==> config.mk <==
export PLATFORM = sky130hd
export DESIGN_NAME = vga_output_driver
export DESIGN_NICKNAME = d
export VERILOG_FILES = /design/src/rtl/vga_timing_pkg.sv /design/src/rtl/vga_output_driver_counter.sv /design/src/rtl/vga_output_driver.sv
export SDC_FILE = /design/constraint.sdc
export NUM_CORES = 1
export LEC_CHECK = 0
export ABC_AREA = 1
export ABC_CLOCK_PERIOD_IN_PS = 1350
export CAP_MARGIN = 20
export CELL_PAD_IN_SITES_DETAIL_PLACEMENT = 1
export CELL_PAD_IN_SITES_GLOBAL_PLACEMENT = 1
export CORE_UTILIZATION = 30
export CTS_CLUSTER_SIZE = 28
export DETAILED_ROUTE_END_ITERATION = 10
export GPL_TIMING_DRIVEN = 0
export PLACE_DENSITY_LB_ADDON = 0.1
export SKIP_LAST_GASP = 1
export SLEW_MARGIN = 10
export SYNTH_ARGS = -nofsm -noshare
export SYNTH_HDL_FRONTEND = slang
export SYNTH_SLANG_ARGS = --single-unit
==> constraint.sdc <==
create_clock -name clk -period 1.35 [get_ports clk]
set_input_delay 0.27 -clock clk [delete_from_list [all_inputs] [get_ports clk]]
set_output_delay 0.27 -clock clk [all_outputs]
set_load 0.01 [all_outputs]
==> src/rtl/vga_timing_pkg.sv <==
// Shared 640x480@60 VGA timing constants and the sync/blank bundle carried down the alignment pipe.
// Imported by the output driver and by the pixel generator for its visible-window offsets.
package vga_timing_pkg;

    localparam int H_SYNC_LEN    = 96;
    localparam int H_BACK_LEN    = 48;
    localparam int H_VISIBLE_LEN = 640;
    localparam int H_FRONT_LEN   = 16;

    localparam int V_SYNC_LEN    = 2;
    localparam int V_BACK_LEN    = 33;
    localparam int V_VISIBLE_LEN = 480;
    localparam int V_FRONT_LEN   = 10;

    localparam int H_TOTAL     = H_SYNC_LEN + H_BACK_LEN + H_VISIBLE_LEN + H_FRONT_LEN;
    localparam int V_TOTAL     = V_SYNC_LEN + V_BACK_LEN + V_VISIBLE_LEN + V_FRONT_LEN;
    localparam int H_VIS_START = H_SYNC_LEN + H_BACK_LEN;
    localparam int H_VIS_END   = H_VIS_START + H_VISIBLE_LEN - 1;
    localparam int V_VIS_START = V_SYNC_LEN + V_BACK_LEN;
    localparam int V_VIS_END   = V_VIS_START + V_VISIBLE_LEN - 1;

    typedef struct packed {
        logic hs;
        logic vs;
        logic vis;
    } vga_ctrl_t;

    // Inactive syncs, blanked: what the pins show before any real pixel reaches them.
    localparam vga_ctrl_t CTRL_IDLE = '{hs: 1'b1, vs: 1'b1, vis: 1'b0};

endpackage

==> src/rtl/vga_output_driver_counter.sv <==
// Wrapping up-counter: advances on enable, returns to 0 after reaching max.
// done flags the terminal count so a following counter can cascade off it.
module vga_output_driver_counter #(
    parameter int WIDTH = 10
) (
    input  logic             clk,
    input  logic             reset,
    input  logic             enable,
    input  logic [WIDTH-1:0] max,
    output logic [WIDTH-1:0] count,
    output logic             done
);

    assign done = (count == max);

    always_ff @(posedge clk) begin
        if (reset) begin
            count <= '0;
        end else if (enable) begin
            count <= done ? '0 : count + 1'b1;
        end
    end

endmodule

==> src/rtl/vga_output_driver.sv <==
// VGA timing generator and pin driver: pixel-clock divider, h/v counters, sync/blank
// alignment pipe matching the pixel generator latency, and registered colour outputs.
module vga_output_driver
    import vga_timing_pkg::*;
#(
    parameter int CLK_DIV    = 2,
    parameter int PIPE_DELAY = 1,
    parameter int H_SYNC     = H_SYNC_LEN,
    parameter int H_BACK     = H_BACK_LEN,
    parameter int H_VISIBLE  = H_VISIBLE_LEN,
    parameter int H_FRONT    = H_FRONT_LEN,
    parameter int V_SYNC     = V_SYNC_LEN,
    parameter int V_BACK     = V_BACK_LEN,
    parameter int V_VISIBLE  = V_VISIBLE_LEN,
    parameter int V_FRONT    = V_FRONT_LEN
) (
    input  logic        clk,
    input  logic        reset,
    input  logic [23:0] rgb_in,
    output logic [9:0]  h_count,
    output logic [9:0]  v_count,
    output logic        pixel_tick,
    output logic        frame_start,
    output logic        vga_clk,
    output logic        hsync_n,
    output logic        vsync_n,
    output logic        blank_n,
    output logic        sync_n,
    output logic [7:0]  r,
    output logic [7:0]  g,
    output logic [7:0]  b
);

    localparam int DIV_W = $clog2(CLK_DIV);
    localparam logic [DIV_W-1:0] DIV_LAST = DIV_W'(CLK_DIV - 1);
    localparam logic [DIV_W-1:0] DIV_HALF = DIV_W'(CLK_DIV / 2);

    localparam logic [9:0] H_LAST     = 10'(H_SYNC + H_BACK + H_VISIBLE + H_FRONT - 1);
    localparam logic [9:0] V_LAST     = 10'(V_SYNC + V_BACK + V_VISIBLE + V_FRONT - 1);
    localparam logic [9:0] H_SYNC_END = 10'(H_SYNC);
    localparam logic [9:0] V_SYNC_END = 10'(V_SYNC);
    localparam logic [9:0] H_VIS_LO   = 10'(H_SYNC + H_BACK);
    localparam logic [9:0] H_VIS_HI   = 10'(H_SYNC + H_BACK + H_VISIBLE - 1);
    localparam logic [9:0] V_VIS_LO   = 10'(V_SYNC + V_BACK);
    localparam logic [9:0] V_VIS_HI   = 10'(V_SYNC + V_BACK + V_VISIBLE - 1);

    logic [DIV_W-1:0] div;
    logic [DIV_W-1:0] div_next;
    logic             h_done;
    logic             v_done;
    vga_ctrl_t        raw;
    vga_ctrl_t        stage_out;

    assign pixel_tick = (div == DIV_LAST);
    assign div_next   = pixel_tick ? '0 : div + 1'b1;

    // vga_clk is registered off the next divider value so it is glitch-free and in phase with div.
    always_ff @(posedge clk) begin
        if (reset) begin
            div     <= '0;
            vga_clk <= 1'b0;
        end else begin
            div     <= div_next;
            vga_clk <= (div_next >= DIV_HALF);
        end
    end

    vga_output_driver_counter #(.WIDTH(10)) u_h_counter (
        .clk    (clk),
        .reset  (reset),
        .enable (pixel_tick),
        .max    (H_LAST),
        .count  (h_count),
        .done   (h_done)
    );

    vga_output_driver_counter #(.WIDTH(10)) u_v_counter (
        .clk    (clk),
        .reset  (reset),
        .enable (pixel_tick & h_done),
        .max    (V_LAST),
        .count  (v_count),
        .done   (v_done)
    );

    assign frame_start = pixel_tick & h_done & v_done;

    assign raw.hs  = (h_count >= H_SYNC_END);
    assign raw.vs  = (v_count >= V_SYNC_END);
    assign raw.vis = (h_count >= H_VIS_LO) && (h_count <= H_VIS_HI)
                  && (v_count >= V_VIS_LO) && (v_count <= V_VIS_HI);

    generate
        if (PIPE_DELAY == 0) begin : g_no_delay
            assign stage_out = raw;
        end else begin : g_delay
            vga_ctrl_t dly [PIPE_DELAY];

            always_ff @(posedge clk) begin
                if (reset) begin
                    for (int i = 0; i < PIPE_DELAY; i++) dly[i] <= CTRL_IDLE;
                end else if (pixel_tick) begin
                    dly[0] <= raw;
                    for (int i = 1; i < PIPE_DELAY; i++) dly[i] <= dly[i-1];
                end
            end

            assign stage_out = dly[PIPE_DELAY-1];
        end
    endgenerate

    // Colour is forced to black outside the visible window so the DAC never sees porch data.
    always_ff @(posedge clk) begin
        if (reset) begin
            hsync_n   <= 1'b1;
            vsync_n   <= 1'b1;
            blank_n   <= 1'b0;
            {r, g, b} <= 24'h0;
        end else if (pixel_tick) begin
            hsync_n   <= stage_out.hs;
            vsync_n   <= stage_out.vs;
            blank_n   <= stage_out.vis;
            {r, g, b} <= stage_out.vis ? rgb_in : 24'h0;
        end
    end

    assign sync_n = 1'b0;

endmodule

==> results of run 1 <==
==> layout make-up <==
| type | count | share of cell area, % |
|---|---|---|
| Clock inverter | 1 | 0.877 |
| Tap cell | 99 | 3.62 |
| Clock buffer | 7 | 2.85 |
| Inverter | 30 | 3.43 |
| Timing Repair Buffer | 82 | 21.4 |
| Multi-Input combinational cell | 171 | 33.0 |
| Sequential cell | 51 | 32.1 |
| Buffer | 12 | 2.67 |
==> per-layer routing <==
metal,track usage (%),vias to the layer above
met5,0,-
met2,28.2,61
li1,-,1085
met1,21.3,1053
met3,6.19,7
met4,5.63,0
==> cells by family after synthesis <==
family	synth area share [%]
buf+inv	8.63
compound gates	17.9
xor+xnor	1.15
flops	45.9
simple gates	23.5
other cells	0.164
fa+ha+maj	2.73
==> path summary, 6_finish.rpt <==
kind / to / slack (ps) / depth (start not counted)
worst max-delay path: frame_start / -380 / 7
worst min-delay path: u_v_counter.count[6]$_SDFFE_PP0P_ / 200 / 2
worst max register to register: u_v_counter.count[5]$_SDFFE_PP0P_ / -90 / 10
worst min register to register: g[5]$_SDFFE_PP0P_ / 470 / 1
==> flip-flops by register name (all words and copies together) (netlist names) <==
name and flops:
b 8, blank_n 1, g 8, g_delay.dly 3, hsync_n 1, r 8, u_h_counter.count 10, u_v_counter.count 10
vga_clk 1, vsync_n 1
==> what timing repair did <==
action	CTS	global route
hold endpoints to repair	0	0
resized for setup	95	19
setup endpoints to repair	70	41
pin swaps	6	9
setup buffers	7	2
==> power groups by stage <==
| stage | Clock [mW] | Combinational [mW] | Sequential [mW] |
|---|---|---|---|
| detailed placement | 0 | 0.282 | 1.61 |
| CTS | 1.25 | 0.279 | 1.55 |
| global placement | 0 | 0.277 | 1.61 |
| global route | 1.30 | 0.304 | 1.56 |
| finish | 1.20 | 0.277 | 1.55 |
| floorplan | 0 | 0.106 | 1.62 |
==> cell usage after synthesis <==
master	instances	area, µm²
nor2_4	6	67.6
edfxtp_1	3	90.1
buf_4	4	30.0
nor2_1	27	101
a22o_1	1	8.76
buf_6	3	33.8
a21oi_2	2	17.5
a32o_1	24	240
ha_1	5	62.6
o21bai_2	1	11.3
clkbuf_1	3	11.3
xor2_1	3	26.3
a211oi_1	1	7.51
o21bai_1	1	7.51
nand3_2	3	30.0
nand2_2	3	18.8
dfxtp_1	48	961
nor2_2	2	12.5
inv_1	26	97.6
o22a_1	2	17.5
inv_2	4	15.0
o21ai_0	9	45.0
nand3_1	15	75.1
nand4_1	8	50.1
nand3b_1	1	7.51
nand2_1	39	146
buf_2	2	10.0
a21oi_1	11	55.1
conb_1	1	3.75
nor3_1	6	30.0
==> through the flow <==
| stage | total power, mW | std cells | cell area [µm²] |
|---|---|---|---|
| after floorplan | 1.72 | 264 | 2320 |
| after global placement | 1.88 | 437 | 3180 |
| after global routing | 3.16 | 453 | 3420 |
| final | 3.03 | 453 | 3420 |
| after detailed placement | 1.89 | 437 | 3180 |
| after CTS | 3.08 | 452 | 3370 |
==> reports/metrics.cfg, run 1 <==
[outcome]
status=complete, but fails checks
violations=setup timing

[die]
core_region_area_um2=7330
rows=31
io_pins=77
start_util_pct=31.3
die_w_um=89.4
die_y_um=89.4
dieArea_um2=7990

[timing]
skew_ps=14.4
grt_setup_unrepaired=yes
hold_slack_ps=196
fmax_mhz=578
maxSlewViolCount=0
period_minus_slack_ps=1730
hold_violations=0
setup_viol=10
tns_ps=-936
fin_crit_sh_pct=128
worst_slack_ps=-380

[placement]
place_hpwl_mm=4.77
io_buffers=74
pre_cts_slack_ps=-591
gp_congestion=0.743

[worst_setup_path]
setup.worst_path.start_class=flip-flop
critPathRequiredTime_ps=1080
end_kind=output pin
critPathLaunch=u_h_counter.count[1]$_SDFFE_PP0P_
path_max_fanout=2
worstPathArrival_ps=1460
r2r_start=u_h_counter.count[1]$_SDFFE_PP0P_
criticalPathCategory=flip-flop to output pin
path_buf_inv=2
critPathSlowestCell=dfxtp_4
cp_slowest_stage_delay_ps=370
path_delay_family=flip-flops
path_cells=ha_4 -> nand2_4 -> nor2_4 -> nand3_2 -> buf_8 -> nor3_4 -> buf_2

[final_layout]
drive_above_1_share_pct=24.3
diodes=0
fillCellCount=864
seqCellArea_um2=1100
layout-area-overhead-vs-synth_pct=49.5
final_common_cell=dlygate4sd2_1
num-nets-final=384
multiInputGateArea_um2=1130
final_util_pct=46.7
final_cell_mix=dlygate4sd2_1, nand2_1, dfxtp_1, inv_1, clkdlybuf4s50_1

[yosys]
yosysWarnings=0
synth_area_per_cell_um2=8.68
synth.distinct_cells=30
ys_seq_area_share_pct=45.9
yosys_register_bits=51
syn_inst=264
synth_area_um2=2290
syn-num-nets=295

[clocking]
cts_sinks=51
cts_inserted_buffers=5
cts_tree=yes
postCtsHoldBufs=0
htree_levels=2
cts_root_buf=clkbuf_8
clkLatencyLatePin_ps=310
cts_max_path_buffers=2
path_clk_slew_ps=100

[routing]
met1Wirelength_mm=2.85
wl_met3_um=489
wl_per_cell_um=14.1
drt_iter0_drc=56
routed_wl_mm=6.40
routed_via_density=4.87
top_layer=met4
drt.antenna.violating_nets=0
dr.pass1.iters=4
wl_met2_mm=2.98
remaining_drc_errors=0
vias=2206

[pwr]
switchingPower_uw=685
intPower_mw=2.35
powerDensity_nw_per_um2=885
switching_share_pct=22.6
power_leakage_nw=1.50
clockPowerShare_pct=39.7
p_seq_share_pct=51.2
share_comb_of_total_power_pct=9.1
vdd.ir_drop.worst_uv=404

[global_routing]
grt.overflow.total=0
grt_pass1_wl_mm=10.5
antenna_found_initial=0
grt_pass1_vias=2171
grt_use_total_pct=17.3
grt_max_degree=16

[flow_run]
max_cap_violations=0

[hold_path]
hp-start=reset
hp-class=input port to flip-flop

No activity file was read; power rests on OpenSTA's default activity.
==> run 2, diff against run 1 <==
- CTS_CLUSTER_DIAMETER: default -> 40
==> results of run 2 <==
The final DEF is identical to that of run 1; final timing and power are the same.
